### config.mk
export PLATFORM = sky130hd
export DESIGN_NAME = btb_predictor
export DESIGN_NICKNAME = d
export VERILOG_FILES = /design/src/rtl/btb_pkg.sv /design/src/rtl/btb_sat_ctr.sv /design/src/rtl/btb_predictor.sv
export SDC_FILE = /design/constraint.sdc
export NUM_CORES = 1
export LEC_CHECK = 0
export ABC_CLOCK_PERIOD_IN_PS = 6800
export CAP_MARGIN = 10
export CORE_UTILIZATION = 45
export DETAILED_ROUTE_END_ITERATION = 7
export DONT_BUFFER_PORTS = 1
export HOLD_SLACK_MARGIN = 0.1
export SLEW_MARGIN = 20
export SYNTH_ARGS = -nofsm -noshare
export SYNTH_HDL_FRONTEND = slang
export SYNTH_SLANG_ARGS = --single-unit
export TNS_END_PERCENT = 100
### constraint.sdc
create_clock -name clk -period 6.8 [get_ports clk]
set_input_delay 2.04 -clock clk [delete_from_list [all_inputs] [get_ports clk]]
set_output_delay 2.04 -clock clk [all_outputs]
set_load 0.05 [all_outputs]
### src/rtl/btb_pkg.sv
// Shared types and field-extraction helpers for the branch target buffer.
// Table entries store the tag at its widest possible size so one struct serves every depth.
package btb_pkg;

    localparam int PC_W      = 32;
    localparam int TGT_W     = 16;
    localparam int IDX_MAX_W = 8;
    localparam int TAG_MAX_W = 12;

    typedef enum logic [1:0] {
        SNT = 2'b00,
        WNT = 2'b01,
        WT  = 2'b10,
        ST  = 2'b11
    } btb_ctr_e;

    typedef struct packed {
        logic                 valid;
        logic [TAG_MAX_W-1:0] tag;
        logic [TGT_W-1:0]     target;
        btb_ctr_e             ctr;
    } btb_entry_t;

    function automatic logic [IDX_MAX_W-1:0] btb_index(input logic [PC_W-1:0] pc, input int idx_w);
        logic [IDX_MAX_W-1:0] mask;
        mask = (8'd1 << idx_w) - 8'd1;
        return pc[IDX_MAX_W+1:2] & mask;
    endfunction

    // Only the 64 KiB instruction space participates; pc[31:16] never reaches the tag.
    function automatic logic [TAG_MAX_W-1:0] btb_tag(input logic [PC_W-1:0] pc, input int idx_w);
        logic [TGT_W-1:0] shifted;
        shifted = pc[TGT_W-1:0] >> (idx_w + 2);
        return shifted[TAG_MAX_W-1:0];
    endfunction

endpackage

### src/rtl/btb_sat_ctr.sv
// Next-state logic for a 2-bit saturating direction counter.
module btb_sat_ctr
    import btb_pkg::*;
(
    input  btb_ctr_e i_ctr,
    input  logic     i_inc,
    input  logic     i_dec,
    output btb_ctr_e o_ctr
);

    always_comb begin
        o_ctr = i_ctr;
        if (i_inc && (i_ctr != ST)) begin
            o_ctr = btb_ctr_e'(i_ctr + 2'd1);
        end else if (i_dec && (i_ctr != SNT)) begin
            o_ctr = btb_ctr_e'(i_ctr - 2'd1);
        end
    end

endmodule

### src/rtl/btb_predictor.sv
// Direct-mapped BTB with 2-bit direction counters: combinational fetch lookup, EX resolve and training.
// Optional BTB_STATS_EN builds hit/mispredict counters; otherwise stat outputs are tied to zero.
module btb_predictor
    import btb_pkg::*;
#(
    parameter int       ENTRIES  = 16,
    parameter btb_ctr_e CTR_INIT = WT
) (
    input  logic        clk,
    input  logic        rst,
    input  logic [31:0] fetch_pc,
    output logic        predictTaken,
    output logic [15:0] predictedTarget,
    input  logic        stall,
    input  logic        ex_valid,
    input  logic [31:0] ex_pc,
    input  logic        ex_taken,
    input  logic [31:0] ex_target,
    input  logic        ex_pred_taken,
    input  logic [15:0] ex_pred_target,
    output logic        mispredict,
    output logic [31:0] correctTarget,
    output logic [31:0] stat_hits,
    output logic [31:0] stat_mispredicts
);

    localparam int IDX_W = $clog2(ENTRIES);

    btb_entry_t r_table [ENTRIES];

    logic [IDX_MAX_W-1:0] w_fetchIdxFull;
    logic [IDX_MAX_W-1:0] w_exIdxFull;
    logic [IDX_W-1:0]     w_fetchIdx;
    logic [IDX_W-1:0]     w_exIdx;
    logic [TAG_MAX_W-1:0] w_fetchTag;
    logic [TAG_MAX_W-1:0] w_exTag;
    btb_entry_t           w_fetchEntry;
    btb_entry_t           w_exEntry;
    logic                 w_fetchHit;
    logic                 w_exHit;
    logic                 w_train;
    btb_ctr_e             w_nextCtr;
    logic                 w_unused;

    assign w_fetchIdxFull = btb_index(fetch_pc, IDX_W);
    assign w_exIdxFull    = btb_index(ex_pc, IDX_W);
    assign w_fetchIdx     = w_fetchIdxFull[IDX_W-1:0];
    assign w_exIdx        = w_exIdxFull[IDX_W-1:0];
    assign w_fetchTag     = btb_tag(fetch_pc, IDX_W);
    assign w_exTag        = btb_tag(ex_pc, IDX_W);
    assign w_unused       = ^{w_fetchIdxFull, w_exIdxFull};

    assign w_fetchEntry = r_table[w_fetchIdx];
    assign w_exEntry    = r_table[w_exIdx];
    assign w_fetchHit   = w_fetchEntry.valid && (w_fetchEntry.tag == w_fetchTag);
    assign w_exHit      = w_exEntry.valid && (w_exEntry.tag == w_exTag);

    assign predictTaken    = w_fetchHit && w_fetchEntry.ctr[1];
    assign predictedTarget = w_fetchHit ? w_fetchEntry.target : 16'd0;

    // Redirect is raised even under stall; the PC unit decides when to take it.
    assign mispredict    = ex_valid && ((ex_taken != ex_pred_taken) ||
                           (ex_taken && (ex_target[15:0] != ex_pred_target)));
    assign correctTarget = ex_taken ? ex_target : (ex_pc + 32'd4);

    assign w_train = ex_valid && !stall;

    btb_sat_ctr u_satCtr (
        .i_ctr (w_exEntry.ctr),
        .i_inc (ex_taken),
        .i_dec (!ex_taken),
        .o_ctr (w_nextCtr)
    );

    // Miss + taken allocates over whatever aliases at that index; miss + not-taken leaves it alone.
    always_ff @(posedge clk or negedge rst) begin
        if (!rst) begin
            for (int i = 0; i < ENTRIES; i++) begin
                r_table[i] <= '{valid: 1'b0, tag: '0, target: '0, ctr: WNT};
            end
        end else if (w_train) begin
            if (w_exHit) begin
                r_table[w_exIdx].ctr <= w_nextCtr;
                if (ex_taken) begin
                    r_table[w_exIdx].target <= ex_target[15:0];
                end
            end else if (ex_taken) begin
                r_table[w_exIdx] <= '{valid: 1'b1, tag: w_exTag, target: ex_target[15:0], ctr: CTR_INIT};
            end
        end
    end

`ifdef BTB_STATS_EN
    logic [31:0] r_statHits;
    logic [31:0] r_statMispredicts;

    always_ff @(posedge clk or negedge rst) begin
        if (!rst) begin
            r_statHits        <= 32'd0;
            r_statMispredicts <= 32'd0;
        end else if (!stall) begin
            if (predictTaken) begin
                r_statHits <= r_statHits + 32'd1;
            end
            if (mispredict) begin
                r_statMispredicts <= r_statMispredicts + 32'd1;
            end
        end
    end

    assign stat_hits        = r_statHits;
    assign stat_mispredicts = r_statMispredicts;
`else
    assign stat_hits        = 32'd0;
    assign stat_mispredicts = 32'd0;
`endif

endmodule

==> flow_metrics.tcl <==
set metrics [dict create \
    final_layout_size_suffix_gt1_share_pct 40.3 \
    drv_slew 239 \
    multi_input_area_sq_um 12000 \
    yosysMostFrequentCell "dfrtp_1" \
    path_class "in2out" \
    max-vdd-ir-drop_uv 201 \
    whs_ns 0.484 \
    die-width_microns 236 \
    regArea_sq_um 11600 \
    synthArstFlopShare_pct 100 \
    reg2reg_to "r_table[217]$_DFFE_PN1P_" \
    power_density_nw_per_um2 262 \
    ff2ff_path_depth 9 \
    violations "max-slew violations" \
    max-cap-violations 0 \
    drc 0 \
    largest_reg_flops 464 \
    htreeDepth 2 \
    synth_top_area_share_pct 45.7 \
    holdBufCountCts 0 \
    via_count 14600 \
    first_global_vias 15200 \
    maxUsedRoutingLayer "met4" \
    critPathRequiredTime_ns 4.76 \
    dr_wl_met2_mm 30.4 \
    wl_per_cell_microns 26.3 \
    p_leak_nw 12.1 \
    grt_max_degree 465 \
    grt_pass1_wl_mm 97.5 \
    hp-class "reg2reg" \
    crit_end "predictedTarget[15]" \
    netlist_area_sq_um 24500 \
    overflow 0 \
    antenna_found_initial 0 \
    regMostFlops "r_table" \
    finalInstanceArea_sq_um 26700 \
    tightest_slew_ns 1.88 \
    fill_cells 4598 \
    routed-wl-met3_mm 3.77 \
    fin_crit_ns 6.43 \
    skew_ns 0.0276 \
    postCtsSetupRepairBufs 0 \
    vias_per_cell 6.00 \
    rr_startpoint "r_table[21]$_DFFE_PN0P_" \
    cts_made_buffers 51 \
    gp_congestion 0.811 \
    critPathLaunch "fetch_pc[2]" \
    placed_cell_area_sq_um 25100 \
    rrSetupSlack_ns 2.84 \
    fin_nets 1827 \
    antenna_cells 0 \
    end_kind "output port" \
    postRouteWirelength_mm 64.1 \
    synth_area_leaders "dfrtp_1 46%, mux4_2 17%, mux2_2 15%" \
    synthCells 1732 \
    cp-start-kind "primary input" \
    hold_viol 0 \
    largestRegisters "r_table (464)" \
    ys_seq_area_share_pct 47.4 \
    ys.flop_type "dfrtp_1" \
    drtIter0Drc 1002 \
    synthToLayoutAreaGrowth_pct 8.85 \
    cts_tree "done" \
    dr.pass1.iters 7 \
    clk_path_buf_depth 3 \
    synth_commonest_cells "448 x dfrtp_1, 332 x mux2_2, 184 x mux4_2" \
    fp.dieH_microns 236 \
    rsz0062_at_grt "false" \
    die_area_sq_um 55500 \
    power_mw 7.00 \
    avgSynthCellArea_sq_um 14.2 \
    rows 85 \
    path_clk_slew_ns 0.06 \
    yosysWarnings 0 \
    worstSkewPairLatency_ns 0.60 \
    max_freq_ghz 0.156 \
    dp.final_hpwl_mm 37.7 \
    period_share_pct 94.5 \
    cts_resized 0 \
    grt_use_total_pct 23.5 \
    core_area_sq_um 53800 \
    port_buffers 0 \
    wl_met1_mm 28.5 \
    setup_violations 0 \
    ys_types 47 \
    run_status "complete, but fails checks" \
    synth_top_cell_by_area "dfrtp_1" \
    synth_edf_count 0 \
    ys_seq_elements 464 \
    ant_nets 0 \
    io_pins 232 \
    slew_headroom_pct -25.5 \
    root_buffer "clkbuf_16" \
    crit_path_max_fanout 112 \
    initial_utilization_pct 45.6 \
    arrival_ns 4.39 \
    cts.sinks 464 \
]
-- worst max-delay path: stages --
cell and delay [ns]:
mux4_2 0.51, mux4_2 0.52, xnor2_1 0.21, nand4_1 0.22, nor3_4 0.26, buf_12 0.20, and2_1 0.15, buf_4 0.19
-- logic make-up (layout without fill, tap and decap cells) --
group	after synthesis	count (layout)	share of synthesized area (%)
buf+inv	243	184	5.10
fa+ha+maj	7	7	0.357
compound gates	105	105	3.09
other cells	1	64	0.0153
xor+xnor	72	72	2.57
mux	632	632	37.4
simple gates	208	208	4.12
flops	464	464	47.4
-- per-layer routing --
metal  vias to the layer above  global-route usage [%]
li1                       6221                       -
met1                      7899                    33.2
met2                       377                    37.1
met3                        89                    4.55
met4                         0                    6.24
met5                         -                       0
-- area by class of cell --
type,instances,area share [%]
clock inverter,11,0.567
multi-input combinational,1088,44.7
clock buffer,76,5.47
timing repair buffer,73,2.10
tap,696,3.26
sequential,464,43.5
inverter,24,0.337
-- metrics by stage --
stage,setup slack [ns],utilization [%],TNS [ns],cells
floorplan,-0.188,-,-0.188,1795
global placement,0.394,46.6,0,2345
detailed placement,0.382,46.6,0,2345
CTS,0.384,49.6,0,2432
global route,0.323,49.6,0,2432
finish,0.373,49.6,0,2432
-- placed cells by master, fill, tap and decap left out, drive strengths merged, types with 2 or more instances in the layout --
cell type / instances
dfrtp: 448
mux2: 431
mux4: 184
clkbuf: 76
nand2: 74
buf: 73
conb: 64
xnor2: 42
nor2: 31
xor2: 30
o21ai: 30
inv: 25
nand3: 22
and2: 20
mux2i: 17
o21bai: 16
o2bb2ai: 16
a2bb2oi: 16
dfstp: 16
or2: 16
nand4: 14
and3: 7
a22oi: 7
ha: 7
nor3: 7
nor2b: 6
clkinv: 6
a21oi: 4
nand2b: 4
o22ai: 4
a221oi: 4
bufinv: 3
and4: 2
nor4: 2
a31oi: 2
nor3b: 2
-- power by group --
part | internal [mW] | switching (mW) | total (mW)
Sequential | 3.11 | 0.197 | 3.31
Clock | 1.59 | 1.13 | 2.72
Combinational | 0.588 | 0.384 | 0.972
Total | 5.29 | 1.71 | 7.00
-- how the worst min path moves through the flow --
stage | from | end | slack, ns | cells after the start
floorplan | r_table[309]$_DFFE_PN0P_ | r_table[309]$_DFFE_PN0P_ | 0.45 | 1
global placement | r_table[309]$_DFFE_PN0P_ | r_table[309]$_DFFE_PN0P_ | 0.47 | 1
detailed placement | r_table[31]$_DFFE_PN1P_ | r_table[31]$_DFFE_PN1P_ | 0.47 | 1
CTS | r_table[93]$_DFFE_PN1P_ | r_table[93]$_DFFE_PN1P_ | 0.49 | 1
global route | r_table[93]$_DFFE_PN1P_ | r_table[93]$_DFFE_PN1P_ | 0.49 | 1
finish | r_table[93]$_DFFE_PN1P_ | r_table[93]$_DFFE_PN1P_ | 0.48 | 1
Power figures use the tool's default switching activity.
